--- src/rtl/piezo_alert_sched.sv ---
// piezo_alert_sched: arbitrates too_fast/batt_low/en_steer alerts and
// sequences single-note commands (period, duration) to a tone generator.
// Ports: clk, rst (sync, active-high); too_fast, batt_low, en_steer
// requests; note_rdy/note_done from the tone generator; note_vld,
// note_period[14:0], note_dur[25:0], note_abort, seq_id[1:0], busy out.
// Optional macro PIEZO_ABORT_EN: a rising too_fast aborts a playing
// BATT/FANFARE note immediately instead of waiting for note_done.
module piezo_alert_sched #(
  parameter bit          FAST_SIM    = 1'b1,
  parameter int unsigned REPEAT_CLKS = 150000000
) (
  input  logic        clk,
  input  logic        rst,
  input  logic        too_fast,
  input  logic        batt_low,
  input  logic        en_steer,
  input  logic        note_rdy,
  input  logic        note_done,
  output logic        note_vld,
  output logic [14:0] note_period,
  output logic [25:0] note_dur,
  output logic        note_abort,
  output logic [1:0]  seq_id,
  output logic        busy
);

  typedef enum logic [1:0] {
    IDLE  = 2'd0,
    ISSUE = 2'd1,
    WAIT  = 2'd2
  } state_t;

  localparam logic [1:0] SEQ_NONE = 2'd0;
  localparam logic [1:0] SEQ_WARN = 2'd1;
  localparam logic [1:0] SEQ_BATT = 2'd2;
  localparam logic [1:0] SEQ_FAN  = 2'd3;

  localparam logic [27:0] REPEAT = 28'(REPEAT_CLKS);
  localparam logic [27:0] INC    = FAST_SIM ? 28'd64 : 28'd1;

  state_t      state_q, state_d;
  logic [1:0]  seq_q, seq_d;
  logic [2:0]  step_q, step_d;
  logic [14:0] period_q, period_d;
  logic [25:0] dur_q, dur_d;
  logic [27:0] gap_q, gap_d;
  logic [28:0] gap_sum;
  logic        gap_ok;
  logic        load;
  logic        fan_or_batt;

  // BATT plays the table backwards; FANFARE and WARN play it forwards.
  function automatic logic [2:0] note_idx(
    input logic [1:0] s,
    input logic [2:0] k
  );
    if (s == SEQ_BATT) return 3'd5 - k;
    return k;
  endfunction

  function automatic logic [14:0] period_of(input logic [2:0] i);
    case (i)
      3'd0:    return 15'd31888;
      3'd1:    return 15'd23893;
      3'd2:    return 15'd18962;
      3'd3:    return 15'd15943;
      3'd4:    return 15'd18962;
      3'd5:    return 15'd15943;
      default: return 15'd0;
    endcase
  endfunction

  function automatic logic [25:0] dur_of(input logic [2:0] i);
    case (i)
      3'd0, 3'd1, 3'd2: return 26'd8388608;
      3'd3:             return 26'd12582912;
      3'd4:             return 26'd4194304;
      3'd5:             return 26'd33554432;
      default:          return 26'd0;
    endcase
  endfunction

`ifdef PIEZO_ABORT_EN
  logic tf_q;
  logic abort_q, abort_d;
  logic tf_rise;
  assign tf_rise = too_fast & ~tf_q;
`endif

  assign fan_or_batt = (seq_q == SEQ_BATT) || (seq_q == SEQ_FAN);
  assign gap_sum = {1'b0, gap_q} + {1'b0, INC};
  assign gap_ok  = (gap_q >= REPEAT);

  always_comb begin
    state_d  = state_q;
    seq_d    = seq_q;
    step_d   = step_q;
    period_d = period_q;
    dur_d    = dur_q;
    gap_d    = gap_q;
    load     = 1'b0;
`ifdef PIEZO_ABORT_EN
    abort_d  = 1'b0;
`endif
    case (state_q)
      IDLE: begin
        // Saturate so the counter can sit idle indefinitely.
        if (gap_sum >= {1'b0, REPEAT}) gap_d = REPEAT;
        else                           gap_d = gap_sum[27:0];
        if (too_fast) begin
          seq_d   = SEQ_WARN;
          step_d  = 3'd0;
          state_d = ISSUE;
          load    = 1'b1;
        end else if (batt_low && gap_ok) begin
          seq_d   = SEQ_BATT;
          step_d  = 3'd0;
          state_d = ISSUE;
          load    = 1'b1;
        end else if (en_steer && gap_ok) begin
          seq_d   = SEQ_FAN;
          step_d  = 3'd0;
          state_d = ISSUE;
          load    = 1'b1;
        end
      end
      ISSUE: begin
        if (note_rdy) state_d = WAIT;
      end
      WAIT: begin
`ifdef PIEZO_ABORT_EN
        if (tf_rise && fan_or_batt) begin
          abort_d = 1'b1;
          seq_d   = SEQ_WARN;
          step_d  = 3'd0;
          state_d = ISSUE;
          load    = 1'b1;
        end else
`endif
        if (note_done) begin
          if (too_fast && seq_q != SEQ_WARN) begin
            seq_d   = SEQ_WARN;
            step_d  = 3'd0;
            state_d = ISSUE;
            load    = 1'b1;
          end else if (seq_q == SEQ_WARN) begin
            if (too_fast) begin
              step_d  = (step_q == 3'd2) ? 3'd0 : step_q + 3'd1;
              state_d = ISSUE;
              load    = 1'b1;
            end else begin
              seq_d   = SEQ_NONE;
              gap_d   = 28'd0;
              state_d = IDLE;
            end
          end else if (fan_or_batt && step_q != 3'd5) begin
            step_d  = step_q + 3'd1;
            state_d = ISSUE;
            load    = 1'b1;
          end else begin
            seq_d   = SEQ_NONE;
            gap_d   = 28'd0;
            state_d = IDLE;
          end
        end
      end
      default: state_d = IDLE;
    endcase
    // Payload is latched on entry to ISSUE and held until accepted.
    if (load) begin
      period_d = period_of(note_idx(seq_d, step_d));
      dur_d    = dur_of(note_idx(seq_d, step_d));
    end
  end

  always_ff @(posedge clk) begin
    if (rst) begin
      state_q  <= IDLE;
      seq_q    <= SEQ_NONE;
      step_q   <= 3'd0;
      period_q <= 15'd0;
      dur_q    <= 26'd0;
      gap_q    <= 28'd0;
    end else begin
      state_q  <= state_d;
      seq_q    <= seq_d;
      step_q   <= step_d;
      period_q <= period_d;
      dur_q    <= dur_d;
      gap_q    <= gap_d;
    end
  end

`ifdef PIEZO_ABORT_EN
  always_ff @(posedge clk) begin
    if (rst) begin
      tf_q    <= 1'b0;
      abort_q <= 1'b0;
    end else begin
      tf_q    <= too_fast;
      abort_q <= abort_d;
    end
  end
  assign note_abort = abort_q;
`else
  assign note_abort = 1'b0;
`endif

  assign note_vld    = (state_q == ISSUE);
  assign note_period = period_q;
  assign note_dur    = dur_q;
  assign seq_id      = seq_q;
  assign busy        = (state_q != IDLE);

endmodule
--- config.mk ---
export PLATFORM = sky130hd
export DESIGN_NAME = piezo_alert_sched
export DESIGN_NICKNAME = d
export VERILOG_FILES = /design/src/rtl/piezo_alert_sched.sv
export SDC_FILE = /design/constraint.sdc
export NUM_CORES = 1
export LEC_CHECK = 0
export ABC_AREA = 1
export BUFFER_PORTS_ARGS = -buffer_cell sky130_fd_sc_hd__buf_2
export CELL_PAD_IN_SITES_DETAIL_PLACEMENT = 0
export CELL_PAD_IN_SITES_GLOBAL_PLACEMENT = 1
export CORE_ASPECT_RATIO = 0.9
export CORE_UTILIZATION = 40
export CTS_BUF_LIST = sky130_fd_sc_hd__clkbuf_8
export CTS_CLUSTER_SIZE = 12
export DETAILED_ROUTE_END_ITERATION = 8
export PLACE_DENSITY = 0.82
export SLEW_MARGIN = 20
export SYNTH_ARGS = -nofsm -noshare
export SYNTH_HDL_FRONTEND = slang
export SYNTH_SLANG_ARGS = --single-unit
export TNS_END_PERCENT = 50
--- constraint.sdc ---
create_clock -name clk -period 2.8 [get_ports clk]
set_input_delay 0.42 -clock clk [delete_from_list [all_inputs] [get_ports clk]]
set_output_delay 0.42 -clock clk [all_outputs]
set_load 0.02 [all_outputs]
# Word level (Yosys, flattened, before mapping)
# Cells that the tools add are included.
# Widths: inputs -> output; s select.
# classes
bitwise_logic	0
add_sub_neg	3
div	0
n_eq_ne	20
reduce_logical	14
muxes	52
order_cmp	2
n_mul	0
shifts	0
# op_table
cell	count
$mux 28	6
$pmux 26 s4	1
$pmux 15 s4	1
$pmux 28 s2	1
$mux 3	12
$mux 2	15
$add 28x7->29 const B	1
$ge 29x28->1 const B	1
$ge 28x28->1 const B	1
$mux 1	12
$eq 3x2->1 const B	3
$ne 3x3->1 const B	3
$eq 2x2->1 const B	4
$eq 3x3->1 const B	2
$ne 2x2->1 const B	3
$pmux 2 s3	1
$pmux 3 s2	1
$reduce_and 5->1	1
$eq 2x1->1 const B	2
$logic_and 1x1->1	4
$ne 4x4->1 const B	1
$pmux 2 s2	1
$reduce_bool 2->1	2
$reduce_or 2->1	2
other kinds (10)	10
# word_totals
regBits	76
memories	0
mem_bits_rw	0
input_bits	7
wordCells	97
romBits	0
latch_bits	0

# Depth between registers and ports, before layout
# Gate-level depths: netlist of run 1.
# depth
word_depth	16
depth_mapped	22
mapped_depth_nobuf	22

# Least setup slack after synthesis of run 1
# OpenSTA, ideal clock, no wires.
# synth_timing
path_type	register to register
start	register gap_q[7]
end	register gap_q[8]
setup_slack_ns	0.712
path_buffers	1
stages_incl_launch_ff	16
t_arrival_ns	1.957
path_cell_list	dfxtp_1 -> ha_1 -> nand3_2 -> nor3_4 -> nand2_1 -> nor3_2 -> nand2_1 -> xor2_1 -> nand3_1 -> nor2_1 -> nand2_1 -> nand2_2 -> buf_6 -> nand2_1 -> nand2_1 -> a21oi_2
# synth_between
elab_chain_len	4
# synth_lines
item	line	rtl
from (decl)	46	logic [27:0] gap_q, gap_d;
from (signal assigned)	190	gap_q <= gap_d;
$add 28x7->29 *	91	assign gap_sum = {1'b0, gap_q} + {1'b0, INC};
$ge 29x28->1	108	if (gap_sum >= {1'b0, REPEAT}) gap_d = REPEAT;
$mux 28 *	108	
$pmux 28 s2 *	105	case (state_q)
# Every way passes the cells marked *; elsewhere a longest branch is shown, timed or not.
# A chain may end at the register's enable or synchronous reset.

# Worst setup path in the final report of run 1
# layout_timing
start	register gap_q[7]
end	register gap_q[21]
# The elaborated chain is that of the path after synthesis.

==> impl_metrics.json, run 1 <==
{
  "gp_congestion": 0.8290,
  "coreArea_sq_mm": 0.006726,
  "top_layer": "met4",
  "cts.sinks": 40,
  "cts_hold_buf": 0,
  "tns_ps": 0,
  "num-nets-final": 466,
  "hold_class": "in -> reg",
  "io_pins": 53,
  "tritoncts": "done",
  "start_util": 0.4239,
  "yosys-top-cells-area": "dfxtp_1 28%, nand2_1 15%, buf_4 8.4%",
  "regArea_sq_um": 800.8,
  "p_leak_nw": 1.367,
  "power.density_mw_per_mm2": 488.3,
  "drt_wl_total_microns": 6388,
  "antenna_found_initial": 0,
  "die_w_microns": 91,
  "syn_area_per_cell_sq_um": 6.555,
  "finalCritPeriodShare": 0.8990,
  "clock_path_buffers": 2,
  "fmax_ghz": 0.3973,
  "gr-total-overflow": 0,
  "routedWlPerCell_microns": 11.74,
  "r2r_slack_ps": 280,
  "slew_violations": 0,
  "drive_gt1_frac": 0.1388,
  "die_h_microns": 82.10,
  "layout_min_cycle_time_ps": 2517,
  "cts_buffers": 5,
  "syn_area_sq_mm": 0.002851,
  "crit_path_end_kind": "flop",
  "fin_worst_skew_ps": 5.136,
  "rows": 28,
  "setup_ws_ps": 282.7,
  "syn_inst": 435,
  "dpl.hpwl_microns": 4766,
  "track_usage": 0.1755,
  "drc": 0,
  "clock_latency_ps": 300,
  "crit_type": "reg -> reg",
  "avgViaCountPerCell": 4.807,
  "route.layer.met1.wl_microns": 3432,
  "status": "finished clean",
  "async_flop_share": 0,
  "htree_num_levels": 2,
  "area_delta_synth_final_pct": 6.055,
  "via_count": 2615,
  "yosysWarnings": 0,
  "grt_max_degree": 26,
  "synth_top_area_frac": 0.2808,
  "fillers": 742,
  "ys.flop_type": "dfxtp_1",
  "synth_top_cell_by_area": "dfxtp_1",
  "synth_edf_count": 0,
  "dr.pass1.iters": 5,
  "cts-root-buf": "clkbuf_8",
  "ys_types": 36,
  "ir_worst_vdd_v": 0.0002846,
  "cp_max_fo": 21,
  "dieArea_sq_mm": 0.007471,
  "yosysSeqAreaShare": 0.2808,
  "pre_cts_ws_ps": 209.1,
  "start_kind": "flop",
  "wl_met2_microns": 2564,
  "worstPathArrival_ps": 2700,
  "io_buffers": 26,
  "synth_seq_cells": 40,
  "drtAntennaViolNets": 0,
  "postPlaceCellArea_sq_mm": 0.002905,
  "hold_violations": 0,
  "design_area_sq_mm": 0.003024,
  "clkTransAtPathRegs_ps": 80,
  "antenna_cells": 0,
  "drv_cap": 0,
  "setup_viol": 0,
  "multi_input_area_sq_mm": 0.001678,
  "required_ps": 2980,
  "grt_pass1_vias": 2211,
  "route.met3.wl_microns": 318,
  "grt_pass1_wl_microns": 10540,
  "drt_iter0_markers": 177,
  "cts_setup_buffers": 0
}
-- flip-flops by register name (all words and copies together), names as in the netlist --
name,count
note_dur,3
gap_q,22
note_period,8
state_q,2
step_q,3
seq_id,2
-- final cells by class --
class | instances | area share
Sequential cell | 40 | 0.2648
Multi-Input combinational cell | 332 | 0.5548
Clock inverter | 3 | 0.01407
Tap cell | 90 | 0.03724
Timing Repair Buffer | 29 | 0.05048
Inverter | 45 | 0.05585
Clock buffer | 5 | 0.02276
-- final timing paths --
check / start / to / depth (start not counted)
setup / recovery: gap_q[7] / gap_q[21] / 14
hold / removal: note_rdy / state_q[1] / 3
setup reg to reg: gap_q[7] / gap_q[21] / 14
hold reg to reg: note_period[13] / note_period[13] / 2
-- stage by stage --
stage	hold slack, ps	std cells	total power, mW	util
global placement	454.9	536	1.006	0.4319
global route	390.1	544	1.564	0.4496
floorplan	470.2	460	0.9536	-
detailed placement	458.2	536	1.007	0.4319
finish	382.9	544	1.477	0.4496
CTS	379.0	544	1.495	0.4485
-- Yosys cell counts, types with 2 or more instances --
master,number
inv_1,43
nor2_1,38
o21ai_0,15
nand3_2,2
nand4_1,6
nand2_1,115
xnor2_1,6
buf_4,32
a21oi_2,3
nand3_1,25
a21oi_1,39
nand3b_1,4
nor2_2,3
nor4_1,2
inv_2,2
dfxtp_1,40
buf_6,3
ha_1,6
o21a_1,2
nor3_2,3
nand2_2,6
nand4_2,2
xor2_1,12
o211ai_1,2
clkbuf_1,6
nor3_1,8
-- critical path: stages, from the launching register on --
cell     delay [ps]
dfxtp_1         430
ha_1            240
nand3_2         130
nor3_4          220
nand2_1         130
xor2_1          170
nand2_1          70
nor3_1          280
nand3_1         120
nand2_1          70
nand2_1          90
nand2_4         210
o21ai_0         130
nand2_1          70
a21oi_1          50
-- kinds of logic (layout without fill, tap and decap cells) --
| logic type | after synthesis | count (layout) | synth area share |
|---|---|---|---|
| AND/OR/NAND/NOR | 217 | 217 | 0.3458 |
| XOR/XNOR | 18 | 18 | 0.05529 |
| adder cells (fa/ha/maj) | 6 | 6 | 0.02633 |
| buffers and inverters | 88 | 82 | 0.1663 |
| other | 1 | 26 | 0.001315 |
| AO/OA/AOI/OAI | 65 | 65 | 0.1242 |
| flip-flops | 40 | 40 | 0.2808 |
-- report_power, final --
part / internal [mW] / switching (mW) / total, mW / leakage, nW
Combinational: 0.0991 / 0.259 / 0.358 / 0.988
Clock: 0.264 / 0.220 / 0.484 / 0.0541
Sequential: 0.606 / 0.0285 / 0.635 / 0.326
Total: 0.969 / 0.507 / 1.48 / 1.37
-- cell usage in the layout, fill, tap and decap left out, types with 8 or more instances in the layout --
cell type	n
a21oi_1	39
buf_2	26
conb_1	26
dfxtp_1	40
inv_1	43
nand2_1	114
nand3_1	25
nor2_1	38
nor3_1	8
o21ai_0	14
xor2_1	12
-- timing repair --
item,4_1_cts,5_1_grt
resized for setup,0,3
setup endpoints to repair,0,22
endpoints found under the hold margin,0,0
-- per-layer routing --
metal | vias to the layer above | global-route usage
li1 | 1368 | -
met1 | 1159 | 0.2540
met2 | 81 | 0.2621
met3 | 7 | 0.03297
met4 | 0 | 0.05714
met5 | - | 0
Power figures use the tool's default switching activity.
==> inputs of run 2 (changes only) <==
- CAP_MARGIN: unset -> 0
- clock period: 2.8 -> 2.5 ns (I/O delays scaled with it)
==> impl_metrics.json, run 2 (synthesis gave the netlist of run 1 again) <==
{
  "status": "finished clean",
  "crit_type": "reg -> reg",
  "drt_iter0_markers": 99,
  "io_buffers": 26,
  "drc": 0,
  "dpl.hpwl_microns": 4857,
  "crit_path_end_kind": "flop",
  "dieArea_sq_mm": 0.007471,
  "coreArea_sq_mm": 0.006726,
  "gp_congestion": 0.8606,
  "cts_buffers": 5,
  "slowest_delay_ps": 390,
  "grt_max_degree": 30,
  "post-route-util": 0.4846,
  "die_h_microns": 82.10,
  "holdWs_ps": 355.4,
  "die_w_microns": 91,
  "dr.pass1.iters": 4,
  "largest_register_ffs": 22,
  "cp_slowest_cell": "dfxtp_4",
  "rows": 28,
  "clock_latency_ps": 290,
  "antenna_found_initial": 0,
  "hold_class": "in -> reg",
  "cts_hold_buf": 0,
  "start_kind": "flop",
  "p_leak_nw": 1.489,
  "tritoncts": "done",
  "fmax_ghz": 0.4251,
  "design_area_sq_mm": 0.003259,
  "required_ps": 2720,
  "layout_commonest_cell": "nand2_1",
  "routedWlPerCell_microns": 11.78,
  "drv_cap": 0,
  "layoutNonFillerInstCount": 562,
  "worstPathCellList": "ha_4, nand3_4, nor3_4, nand2_2, xor2_1, nand2_1, nor3_2, nand3_2, nand2_1, nand2_2, nand2_4, buf_8, nand3b_1, a21oi_1",
  "gr-total-overflow": 0,
  "rsz0062_at_grt": "true",
  "finalCritPeriodShare": 0.9410,
  "cts.sinks": 40,
  "track_usage": 0.1787,
  "avgViaCountPerCell": 4.783,
  "worstPathArrival_ps": 2570,
  "cts-root-buf": "clkbuf_8",
  "hold_violations": 0,
  "antenna_cells": 0,
  "power.density_mw_per_mm2": 494.7,
  "drt_wl_total_microns": 6622,
  "clkTransAtPathRegs_ps": 80,
  "area_delta_synth_final_pct": 14.30,
  "drtAntennaViolNets": 0,
  "grt_pass1_vias": 2316,
  "cp_max_fo": 10,
  "grt_pass1_wl_microns": 10870,
  "setup_viol": 0,
  "fin_worst_skew_ps": 5.811,
  "ir_worst_vdd_v": 0.0003093,
  "layout_min_cycle_time_ps": 2352,
  "slew_violations": 0,
  "via_count": 2688,
  "io_pins": 53,
  "dp_cells": 548,
  "final_cell_mix": "107 x nand2_1, 42 x inv_1, 35 x a21oi_1, 35 x nor2_1, 34 x dfxtp_1",
  "drive_gt1_frac": 0.2288,
  "start_util": 0.4239,
  "postPlaceCellArea_sq_mm": 0.002995,
  "htree_num_levels": 2,
  "clock_path_buffers": 2,
  "num-nets-final": 484,
  "top_register": "gap_q",
  "fillers": 725
}
==> run 2: area by class of cell <==
| class | count | area, sq um | area share |
|---|---|---|---|
| inverters | 45 | 168.9 | 0.05182 |
| repair buffers | 47 | 299.0 | 0.09175 |
| clock buffers | 6 | 82.58 | 0.02534 |
| flip-flops and latches | 40 | 813.3 | 0.2495 |
| well taps | 90 | 112.6 | 0.03455 |
| clock inverters | 2 | 10.01 | 0.003071 |
| multi-input cells | 332 | 1773 | 0.5440 |
==> run 2: metrics by stage <==
step / total power, mW / setup WS (ps) / setup TNS, ps
floorplan: 1.068 / 412.3 / 0
global placement: 1.145 / -110.4 / -950.6
detailed placement: 1.147 / -114.3 / -1117
CTS: 1.612 / 8.029 / 0
global route: 1.714 / -43.13 / -186.2
finish: 1.612 / 147.6 / 0
==> run 2: worst max-delay path, delay by kind of cell (launching register included) <==
family | cells | cell delay (ps)
compound gates | 1 | 150
xor+xnor | 1 | 180
fa+ha+maj | 1 | 150
buf+inv | 1 | 140
flops | 1 | 390
simple gates | 10 | 1240
==> run 2: worst paths after layout <==
path,from,end,depth (start not counted),slack (ps)
worst max register to register,gap_q[7],gap_q[16],14,150
worst max-delay path,gap_q[7],gap_q[16],14,150
worst min-delay path,note_rdy,state_q[1],3,360
worst min register to register,note_period[13],note_period[13],2,470
==> run 2: per-layer routing <==
| metal | track usage | part of all wire | wire length, microns | vias up |
|---|---|---|---|---|
| met5 | 0 | 0 | 0 | - |
| met4 | 0.03810 | 0.0027 | 18 | 0 |
| met3 | 0.03388 | 0.055 | 364 | 3 |
| met2 | 0.2765 | 0.42 | 2814 | 69 |
| met1 | 0.2582 | 0.52 | 3424 | 1211 |
| li1 | - | - | - | 1405 |
==> run 2: repair_timing <==
item                                    4_1_cts  5_1_grt
pin swaps                                     1       11
cloned                                        0        0
endpoints found under the setup margin       16       28
setup buffers                                 1        5
resized for setup                             4       36
==> run 2: power breakdown <==
part	internal (mW)	switching (mW)
combinational	0.130	0.309
clock	0.221	0.237
sequential	0.682	0.0340
total	1.03	0.579
